--- src/rtl/arb_pkg.sv ---
// Shared types and helpers for the 4-line round-robin grant arbiter.
// Pure declarations; no timing or flow control of its own.
package arb_pkg;

  typedef enum logic {
    IDLE  = 1'b0,
    GRANT = 1'b1
  } state_t;

  localparam int NREQ = 4;
  localparam logic [NREQ-1:0] GNT_NONE = '0;

  function automatic logic [1:0] onehot_to_idx(input logic [NREQ-1:0] oh);
    logic [1:0] idx;
    idx = '0;
    for (int i = 0; i < NREQ; i++) begin
      if (oh[i]) idx = 2'(i);
    end
    return idx;
  endfunction

endpackage

--- src/rtl/rr_pick4.sv ---
// Rotating-priority picker: one-hot of the first set req bit at or after ptr.
// Combinational, zero latency; no flow control.
module rr_pick4
  import arb_pkg::*;
(
  input  logic [3:0] req,
  input  logic [1:0] ptr,
  output logic [3:0] pick,
  output logic       any
);

  logic [1:0] idx;

  always_comb begin
    pick = GNT_NONE;
    idx  = ptr;
    for (int k = 0; k < NREQ; k++) begin
      idx = ptr + 2'(k);
      if (req[idx] && (pick == GNT_NONE)) pick[idx] = 1'b1;
    end
    any = |req;
  end

endmodule

--- src/rtl/rr_grant_arbiter4.sv ---
// Round-robin 4-line arbiter with registered one-hot grant; req to gnt is 1 cycle.
// A grant is held until done, request withdrawal or hold timeout, then one idle gap cycle.
module rr_grant_arbiter4
  import arb_pkg::*;
#(
  parameter int TIMEOUT = 15,
  parameter int CNT_W   = 4
) (
  input  logic       clk,
  input  logic       rst_n,
  input  logic [3:0] req,
  input  logic       done,
  output logic [3:0] gnt,
  output logic       gnt_valid,
  output logic       timeout
);

  localparam logic [CNT_W-1:0] CNT_LAST = CNT_W'(TIMEOUT - 1);

  state_t           state_q, state_d;
  logic [1:0]       ptr_q, ptr_d;
  logic [1:0]       owner_q, owner_d;
  logic [CNT_W-1:0] cnt_q, cnt_d;
  logic [3:0]       gnt_q, gnt_d;
  logic             timeout_q, timeout_d;

  logic [3:0]       pick;
  logic             any;
  logic             release_now;

  rr_pick4 u_pick (
    .req  (req),
    .ptr  (ptr_q),
    .pick (pick),
    .any  (any)
  );

  // done wins over withdrawal, which wins over timeout; only a pure timeout flags.
  assign release_now = done || !req[owner_q] || (cnt_q == CNT_LAST);

  always_comb begin
    state_d   = state_q;
    ptr_d     = ptr_q;
    owner_d   = owner_q;
    cnt_d     = cnt_q;
    gnt_d     = gnt_q;
    timeout_d = 1'b0;
    case (state_q)
      IDLE: begin
        gnt_d = GNT_NONE;
        if (any) begin
          gnt_d   = pick;
          owner_d = onehot_to_idx(pick);
          cnt_d   = '0;
          state_d = GRANT;
        end
      end
      GRANT: begin
        if (release_now) begin
          gnt_d     = GNT_NONE;
          state_d   = IDLE;
          ptr_d     = owner_q + 2'd1;
          cnt_d     = '0;
          timeout_d = !done && req[owner_q];
        end else begin
          cnt_d = cnt_q + 1'b1;
        end
      end
    endcase
  end

  always_ff @(posedge clk or negedge rst_n) begin
    if (!rst_n) begin
      state_q   <= IDLE;
      ptr_q     <= 2'd0;
      owner_q   <= 2'd0;
      cnt_q     <= '0;
      gnt_q     <= GNT_NONE;
      timeout_q <= 1'b0;
    end else begin
      state_q   <= state_d;
      ptr_q     <= ptr_d;
      owner_q   <= owner_d;
      cnt_q     <= cnt_d;
      gnt_q     <= gnt_d;
      timeout_q <= timeout_d;
    end
  end

  assign gnt       = gnt_q;
  assign gnt_valid = |gnt_q;
  assign timeout   = timeout_q;

  a_onehot : assert property (@(posedge clk) disable iff (!rst_n) $onehot0(gnt_q));

endmodule

--- config.mk ---
export PLATFORM = sky130hd
export DESIGN_NAME = rr_grant_arbiter4
export DESIGN_NICKNAME = d
export VERILOG_FILES = /design/src/rtl/arb_pkg.sv /design/src/rtl/rr_pick4.sv /design/src/rtl/rr_grant_arbiter4.sv
export SDC_FILE = /design/constraint.sdc
export NUM_CORES = 1
export LEC_CHECK = 0
export ABC_AREA = 1
export CAP_MARGIN = 20
export CORE_MARGIN = 4
export CORE_UTILIZATION = 30
export CTS_CLUSTER_DIAMETER = 60
export DETAILED_ROUTE_END_ITERATION = 8
export PLACE_DENSITY_LB_ADDON = 0.12
export SETUP_SLACK_MARGIN = 0.02
export SYNTH_ARGS = -nofsm -noshare
export SYNTH_HDL_FRONTEND = slang
export SYNTH_SLANG_ARGS = --single-unit
--- constraint.sdc ---
create_clock -name clk -period 2.7 [get_ports clk]
set_clock_uncertainty 0.2 [all_clocks]
set_input_delay 0.54 -clock clk [delete_from_list [all_inputs] [get_ports clk]]
set_output_delay 0.54 -clock clk [all_outputs]
set_load 0.02 [all_outputs]
# After elaboration in Yosys (flattened, before gate mapping)
# Cells that the tools add are included.
dict set report word_totals {
  ff_bits 14
  output_inout_bits 6
  word_cells 82
}
dict set report op_classes {
  add_sub_neg 5
  order_cmp 9
  n_eq_ne 3
  mux 36
  bitwise_logic 4
  n_reduce_logical 19
}
# operator count
set op_table {}
lappend op_table {{two-way mux 4 bit} 8}
lappend op_table {{one-hot mux 4 bit (2 select lines)} 2}
lappend op_table {{less-than comparator 2 x 3 -> 1 bit (second input constant)} 5}
lappend op_table {{two-way mux 1 bit} 14}
lappend op_table {{logical NOT 4 bit} 3}
lappend op_table {{bitwise OR 4 bit} 3}
lappend op_table {{binary-select mux 1 bit (select 2 bit)} 5}
lappend op_table {{demux 1 bit (select 2 bit)} 4}
lappend op_table {{greater-or-equal comparator 2 x 1 -> 1 bit (second input constant)} 4}
lappend op_table {{logical AND 1 bit} 8}
lappend op_table {{OR reduction 4 bit} 2}
lappend op_table {{adder 2 x 1 -> 2 bit (second input constant)} 2}
lappend op_table {{adder 2 bit (second input constant)} 2}
lappend op_table {{adder 4 x 1 -> 4 bit (second input constant)} 1}
lappend op_table {{equality test 4 bit (second input constant)} 1}
lappend op_table {{two-way mux 2 bit} 2}
lappend op_table {{AND reduction 2 bit} 2}
lappend op_table {{logical NOT 1 bit} 2}
lappend op_table {{logical OR 1 bit} 2}
lappend op_table {{!= test 2 x 1 -> 1 bit (second input constant)} 1}
lappend op_table {{!= test 2 bit (second input constant)} 1}
lappend op_table {{one-hot mux 1 bit (2 select lines)} 1}
lappend op_table {{inverter 1 bit} 1}

# Logic depth before layout (Yosys ltp)
dict set report depth {
  ltp_word 17
  mapped_depth 19
  ltp_nobuf 19
}

# Hierarchy
# A second synthesis with hierarchy kept.
dict set report hier_totals {
  cells_unflattened 162
  area_unflattened_um2 1256.2
}
# module instances cells_each area_each_um2 seq_area_each_um2
set modules_own_cells {}
lappend modules_own_cells {rr_grant_arbiter4 1 76 740.7 350.3}
lappend modules_own_cells {rr_pick4 1 86 515.5 0.0}

# Worst setup path after synthesis
# OpenSTA, ideal clock, no wires.
dict set report synth_path {
  path_type {flip-flop to flip-flop}
  from {reg ptr_q[0]}
  to {reg owner_q[0]}
  setup_ps 121
  t_arrival_ps 2061
  required_time_ps 2379
  slack_ps 318
  path_stages_with_launch 19
  n_path_buf 0
  cell_sequence {dfrtp_1 > inv_2 > ha_1 > inv_1 > nand3_1 > nand2_1 > clkinv_1 > nand2_2 > inv_2 > nand3_2 > nand2_2 > nor2_2 > nand3_1 > nand2_2 > nor2_4 > nand3_1 > nand2_1 > a21oi_1 > nand2_1}
}
dict set report synth_between {
  elab_chain_cells 17
  elab_cells_between_ends 47
  cone_classes {add/sub (3); order compare (8); mux (23); bitwise (3); reduce/logical (10)}
}
# element line
set synth_rtl {}
lappend synth_rtl {{from (decl)} rr_grant_arbiter4.sv:21} ;# logic [1:0] ptr_q, ptr_d;
lappend synth_rtl {{from (signal assigned)} rr_grant_arbiter4.sv:82} ;# ptr_q <= ptr_d;
lappend synth_rtl {{branches (longest 13 deep; another with less-than comparator 2 x 3 -> 1 bit)} -}
lappend synth_rtl {{two-way mux 4 bit (*)} rr_pick4.sv:19} ;# if (req[idx] && (pick == GNT_NONE)) pick[idx] = 1'b1;
lappend synth_rtl {{two-way mux 1 bit} arb_pkg.sv:17} ;# if (oh[i]) idx = 2'(i);
lappend synth_rtl {{two-way mux 2 bit} arb_pkg.sv:17}
lappend synth_rtl {{two-way mux 2 bit (*)} arb_pkg.sv:17}
lappend synth_rtl {{to (signal assigned)} rr_grant_arbiter4.sv:83} ;# owner_q <= owner_d;
lappend synth_rtl {{to (decl)} rr_grant_arbiter4.sv:22} ;# logic [1:0] owner_q, owner_d;
# Mark *: on every way between the ends. The select of a mux whose other input is x is not followed.
# A chain may end at the register's enable or synchronous reset.

# Final worst setup path
dict set report layout_path {
  from {in req[1]}
  to {reg owner_q[0]}
}
dict set report layout_between {
  elab_chain_cells 15
  elab_cells_between_ends 26
  cone_classes {mux (15); bitwise (3); reduce/logical (8)}
}
# element line
set layout_rtl {}
lappend layout_rtl {{from (decl)} rr_grant_arbiter4.sv:11} ;# input logic [3:0] req,
lappend layout_rtl {{binary-select mux 1 bit (select 2 bit)} rr_pick4.sv:19}
lappend layout_rtl {{two-way mux 1 bit (implied by the code)} rr_pick4.sv:19}
lappend layout_rtl {{two-way mux 4 bit} rr_pick4.sv:19}
lappend layout_rtl {{logical NOT 4 bit} rr_pick4.sv:19}
lappend layout_rtl {{logical AND 1 bit} rr_pick4.sv:19}
lappend layout_rtl {{two-way mux 4 bit} rr_pick4.sv:19}
lappend layout_rtl {{logical NOT 4 bit} rr_pick4.sv:19}
lappend layout_rtl {{logical AND 1 bit} rr_pick4.sv:19}
lappend layout_rtl {{two-way mux 4 bit} rr_pick4.sv:19}
lappend layout_rtl {{logical NOT 4 bit} rr_pick4.sv:19}
lappend layout_rtl {{logical AND 1 bit} rr_pick4.sv:19}
lappend layout_rtl {{two-way mux 4 bit} rr_pick4.sv:19}
lappend layout_rtl {{two-way mux 1 bit} arb_pkg.sv:17}
lappend layout_rtl {{two-way mux 2 bit (2 in series)} arb_pkg.sv:17}
# Several ways; a longest one is shown, not always the timed one. The select of a mux whose other input is x is not followed.

==> flow_summary_export.csv <==
group,metric,value,unit
place,dp_slack,-103,ps
timing,setup_viol_count_final,0,
critical_path,rr_endpoint,"owner_q[0]$_DFFE_PN0P_",
detailed_routing,detail_route.drc_violations,0,
critical_path,worst_r2r_path_depth,18,
timing,timing.final.ws_setup,168,ps
power,p_seq_frac,0.174,
place,placed_instance_area,0.00140,mm²
critical_path,timing.critical_path.slowest_cell_delay,500,ps
logic_synthesis,ys_top_cells_by_area,"sky130_fd_sc_hd__dfrtp_1 30%, sky130_fd_sc_hd__ha_1 11%, sky130_fd_sc_hd__nand2_1 10%, sky130_fd_sc_hd__nand3_1 8.6%, sky130_fd_sc_hd__nand2_2 7.0%",
critical_path,list_of_cells_traversed_by_the_critical_path,"clkdlybuf4s50_1 -> inv_1 -> nand2_2 -> nand3_2 -> nand2_4 -> o31ai_4 -> nand3_2 -> nand2_2 -> nor2_4 -> nand3_1 -> nand2_2 -> nor2_4 -> nand3_1 -> nand2_1 -> a21oi_2 -> nand2_1",
global_routing,first_global_vias,1013,
timing,max_clock_freq,395,MHz
floorplanning,initial_core_util,0.314,
layout,utilization,0.409,
clocking,clock_tree_from_tritoncts,"done",
layout,sequential_cell_area,353,µm²
clocking,clock_pin_transition_on_the_worst_setup_and_hold_timing_paths,60,ps
floorplanning,io-pin-count,13,
critical_path,crit_path_start,"req[1]",
power,sw_frac_of_total,0.521,
critical_path,worstReg2RegStart,"ptr_q[0]$_DFFE_PN0P_",
detailed_routing,number_of_detailed_routing_iterations_run_before_antenna_repair,4,
logic_synthesis,syn_area_per_cell,7.48,µm²
detailed_routing,drtAntennaViolNets,0,
timing,report.final.slew_viol_count,0,
floorplanning,fp.dieArea,0.00495,mm²
critical_path,start_kind,"input pin",
timing,max_slew_margin,0.568,
logic_synthesis,yosys.area.top_type,"sky130_fd_sc_hd__dfrtp_1",
logic_synthesis,synth_cell_types,22,
detailed_routing,route.vias.total,1066,
global_routing,globalRoute.totalOverflow,0,
logic_synthesis,synth_seq_cells,14,
power,share_clk_of_total_power,0.097,
power,power.density,1360,mW/mm²
layout,antennaDiodeCount,0,
detailed_routing,detail_route.wl_per_cell,11.5,µm
layout,share_of_post_route_cells_with_drive_strength_above_1,0.273,
floorplanning,die_w,70.3,µm
floorplanning,standard_cell_rows,22,
clocking,clk_root_buffer_cell,"sky130_fd_sc_hd__clkbuf_8",
critical_path,critical_path.top_delay_family,"simple AND/OR/NAND/NOR gates",
critical_path,timing.critical_path.required,2620,ps
global_routing,grt_max_degree,15,
clocking,numClockSinks,14,
logic_synthesis,netlist_area,0.00117,mm²
clocking,hold_buf_count_cts,0,
timing,final.min_clock_period,2530,ps
power,p_sw,1.08,mW
power,report.power.total,2.06,mW
critical_path,slowest_stage_cell_on_the_critical_path,"sky130_fd_sc_hd__clkdlybuf4s50_1",
critical_path,signal_arrival_time_at_the_worst_endpoint,2450,ps
layout,fillerInstances,379,
critical_path,crit_path_end,"owner_q[0]$_DFFE_PN0P_",
detailed_routing,drt_first_iter_violations,46,
layout,post_layout_nonfiller_instances,231,
critical_path,cp_depth,16,
floorplanning,chipHeight,70.3,µm
detailed_routing,avgViaCountPerCell,4.61,
timing,finalHoldViolations,0,
clocking,cts.htree.levels,1,
place,hpwl,2100,µm
power,pwr-share-comb,0.728,
place,buffer_ports.inserted,12,
timing,grt_setup_unrepaired,"false",
logic_synthesis,post-synth-top-area-fraction,0.300,
timing,finalCritPeriodShare,0.938,
power,internal_power,0.989,mW
logic_synthesis,synthesis.yosys.warnings,0,
place,final_weighted_congestion_in_routability_driven_placement,0.843,
global_routing,first_pass_grt_wire_length,4520,µm
logic_synthesis,syn_inst,156,
clocking,clock_latency,240,ps
layout,final_nets,201,
detailed_routing,wl,2660,µm
logic_synthesis,synth_seq_area_share,0.300,
critical_path,type_of_destination_of_the_critical_path,"register",
run_status,outcome,"finished, final reports clean",
timing,tightest_slew,646,ps
power,vdd.ir_drop.worst,454,µV
flow_run,drv_cap,0,
layout,area_of_combinational_cells_with_multiple_inputs,757,µm²
floorplanning,core_area,0.00372,mm²
global_routing,track_usage,0.111,
global_routing,grt_antenna_before_repair,0,
critical_path,critPathBufInv,2,
critical_path,path_class,"in -> reg",
clocking,clockBufferDepth,2,
layout,syn_to_final_growth,30.5,%
power,static-leakage-power,0.736,nW
layout,postLayoutCellArea,0.00152,mm²
critical_path,critical_path_peak_fanout,4,
critical_path,critical-path-top-cell-by-count,"sky130_fd_sc_hd__nand2_2",
critical_path,worst_r2r_setup_slack,190,ps
clocking,cts_inserted_buffers,3,
place,placed_cells_incl_taps,223,
hold_path,hold_class,"reg -> reg",
logic_synthesis,postSynthNetCount,173,
-- sequential cells by signal, indices dropped and copies added (netlist names) --
register / flops
state_q: 1
ptr_q: 2
gnt: 4
owner_q: 2
timeout: 1
cnt_q: 4
-- layer usage --
| metal | routed length, µm | share of wire | up-vias | track usage |
|---|---|---|---|---|
| li1 | - | - | 562 | - |
| met1 | 1260 | 0.47 | 490 | 0.145 |
| met2 | 1360 | 0.51 | 12 | 0.189 |
| met3 | 35 | 0.013 | 2 | 0.0187 |
| met4 | 10 | 0.0038 | 0 | 0.0255 |
| met5 | 0 | 0 | - | 0 |
-- cells by family after synthesis --
family / Yosys count / share of synthesized area
AOI/OAI and AO/OA: 18 / 0.0858
xor gates and xnor gates: 3 / 0.0225
adders and majority gates: 10 / 0.107
buffers and inverters: 23 / 0.0740
DFF: 14 / 0.300
and+or+nand+nor: 88 / 0.410
-- per-stage QoR --
step                      hold slack [ps]  TNS (ps)
after floorplan                      44.4         0
after global routing                  355         0
after detailed placement              307      -254
after CTS                             319         0
after global placement                299     -68.9
final                                 315         0
-- cell usage in the layout, fill, tap and decap left out --
cell type	Yosys	routed
sky130_fd_sc_hd__clkbuf_8	0	4
sky130_fd_sc_hd__a21oi_2	0	1
sky130_fd_sc_hd__inv_2	3	2
sky130_fd_sc_hd__nand2_4	1	1
sky130_fd_sc_hd__o21ai_0	10	10
sky130_fd_sc_hd__nor2_4	2	4
sky130_fd_sc_hd__o21ai_1	3	3
sky130_fd_sc_hd__xnor2_1	2	2
sky130_fd_sc_hd__nor2_1	9	9
sky130_fd_sc_hd__nor4_1	2	2
sky130_fd_sc_hd__dfrtp_2	0	2
sky130_fd_sc_hd__clkdlybuf4s50_1	0	11
sky130_fd_sc_hd__dlymetal6s2s_1	0	1
sky130_fd_sc_hd__nand2_2	13	15
sky130_fd_sc_hd__nand3_1	20	20
sky130_fd_sc_hd__nand3_2	7	7
sky130_fd_sc_hd__nand2_1	31	29
sky130_fd_sc_hd__clkinv_1	2	2
sky130_fd_sc_hd__clkinv_4	0	1
sky130_fd_sc_hd__o31ai_4	0	1
sky130_fd_sc_hd__a31oi_1	2	2
sky130_fd_sc_hd__xor2_1	1	1
sky130_fd_sc_hd__nand3_4	1	1
sky130_fd_sc_hd__ha_1	10	10
sky130_fd_sc_hd__buf_4	0	11
sky130_fd_sc_hd__a21oi_1	2	1
sky130_fd_sc_hd__dfrtp_1	14	12
sky130_fd_sc_hd__inv_1	18	18
-- final cells by class --
class                      count  area share
clock buffer                   4      0.0362
inverter                      23      0.0600
multi-input combinational    119       0.498
sequential                    14       0.232
tap                           48      0.0395
timing repair buffer          23       0.135
-- synthesized netlist by cell type, drive strengths merged --
library cell	count
nand2	45
nand3	28
inv	21
dfrtp	14
nor2	13
o21ai	13
ha	10
a21oi	2
a31oi	2
clkinv	2
nor4	2
xnor2	2
o31ai	1
xor2	1
-- worst min-delay path by stage --
stage | endpoint | cells after the start | slack, ps | start
after global placement | gnt[1]$_DFFE_PN0P_ | 2 | 300 | gnt[1]$_DFFE_PN0P_
after CTS | gnt[1]$_DFFE_PN0P_ | 2 | 320 | gnt[1]$_DFFE_PN0P_
after detailed placement | gnt[1]$_DFFE_PN0P_ | 2 | 310 | gnt[1]$_DFFE_PN0P_
after floorplan | cnt_q[0]$_DFFE_PN0P_ | 0 | 40 | rst_n
after global routing | gnt[1]$_DFFE_PN0P_ | 2 | 350 | gnt[1]$_DFFE_PN0P_
final | gnt[1]$_DFFE_PN0P_ | 2 | 310 | gnt[1]$_DFFE_PN0P_
-- power groups by stage --
stage	clock (mW)	sequential [mW]	combinational, mW
floorplan	0	0.371	1.03
global route	0.218	0.372	1.69
global placement	0	0.355	1.37
finish	0.201	0.360	1.50
detailed placement	0	0.357	1.39
CTS	0.207	0.354	1.39
-- worst min-delay path: cells and delay by family (launching register included) --
family           cells  cell delay, ps
DFF                  1             370
and+or+nand+nor      2             110
-- what timing repair did --
item,4_1_cts,5_1_grt
setup buffers,0,4
setup endpoints to repair,0,5
gates resized for setup,0,11
Note: power is estimated with default switching activity, not from simulation.
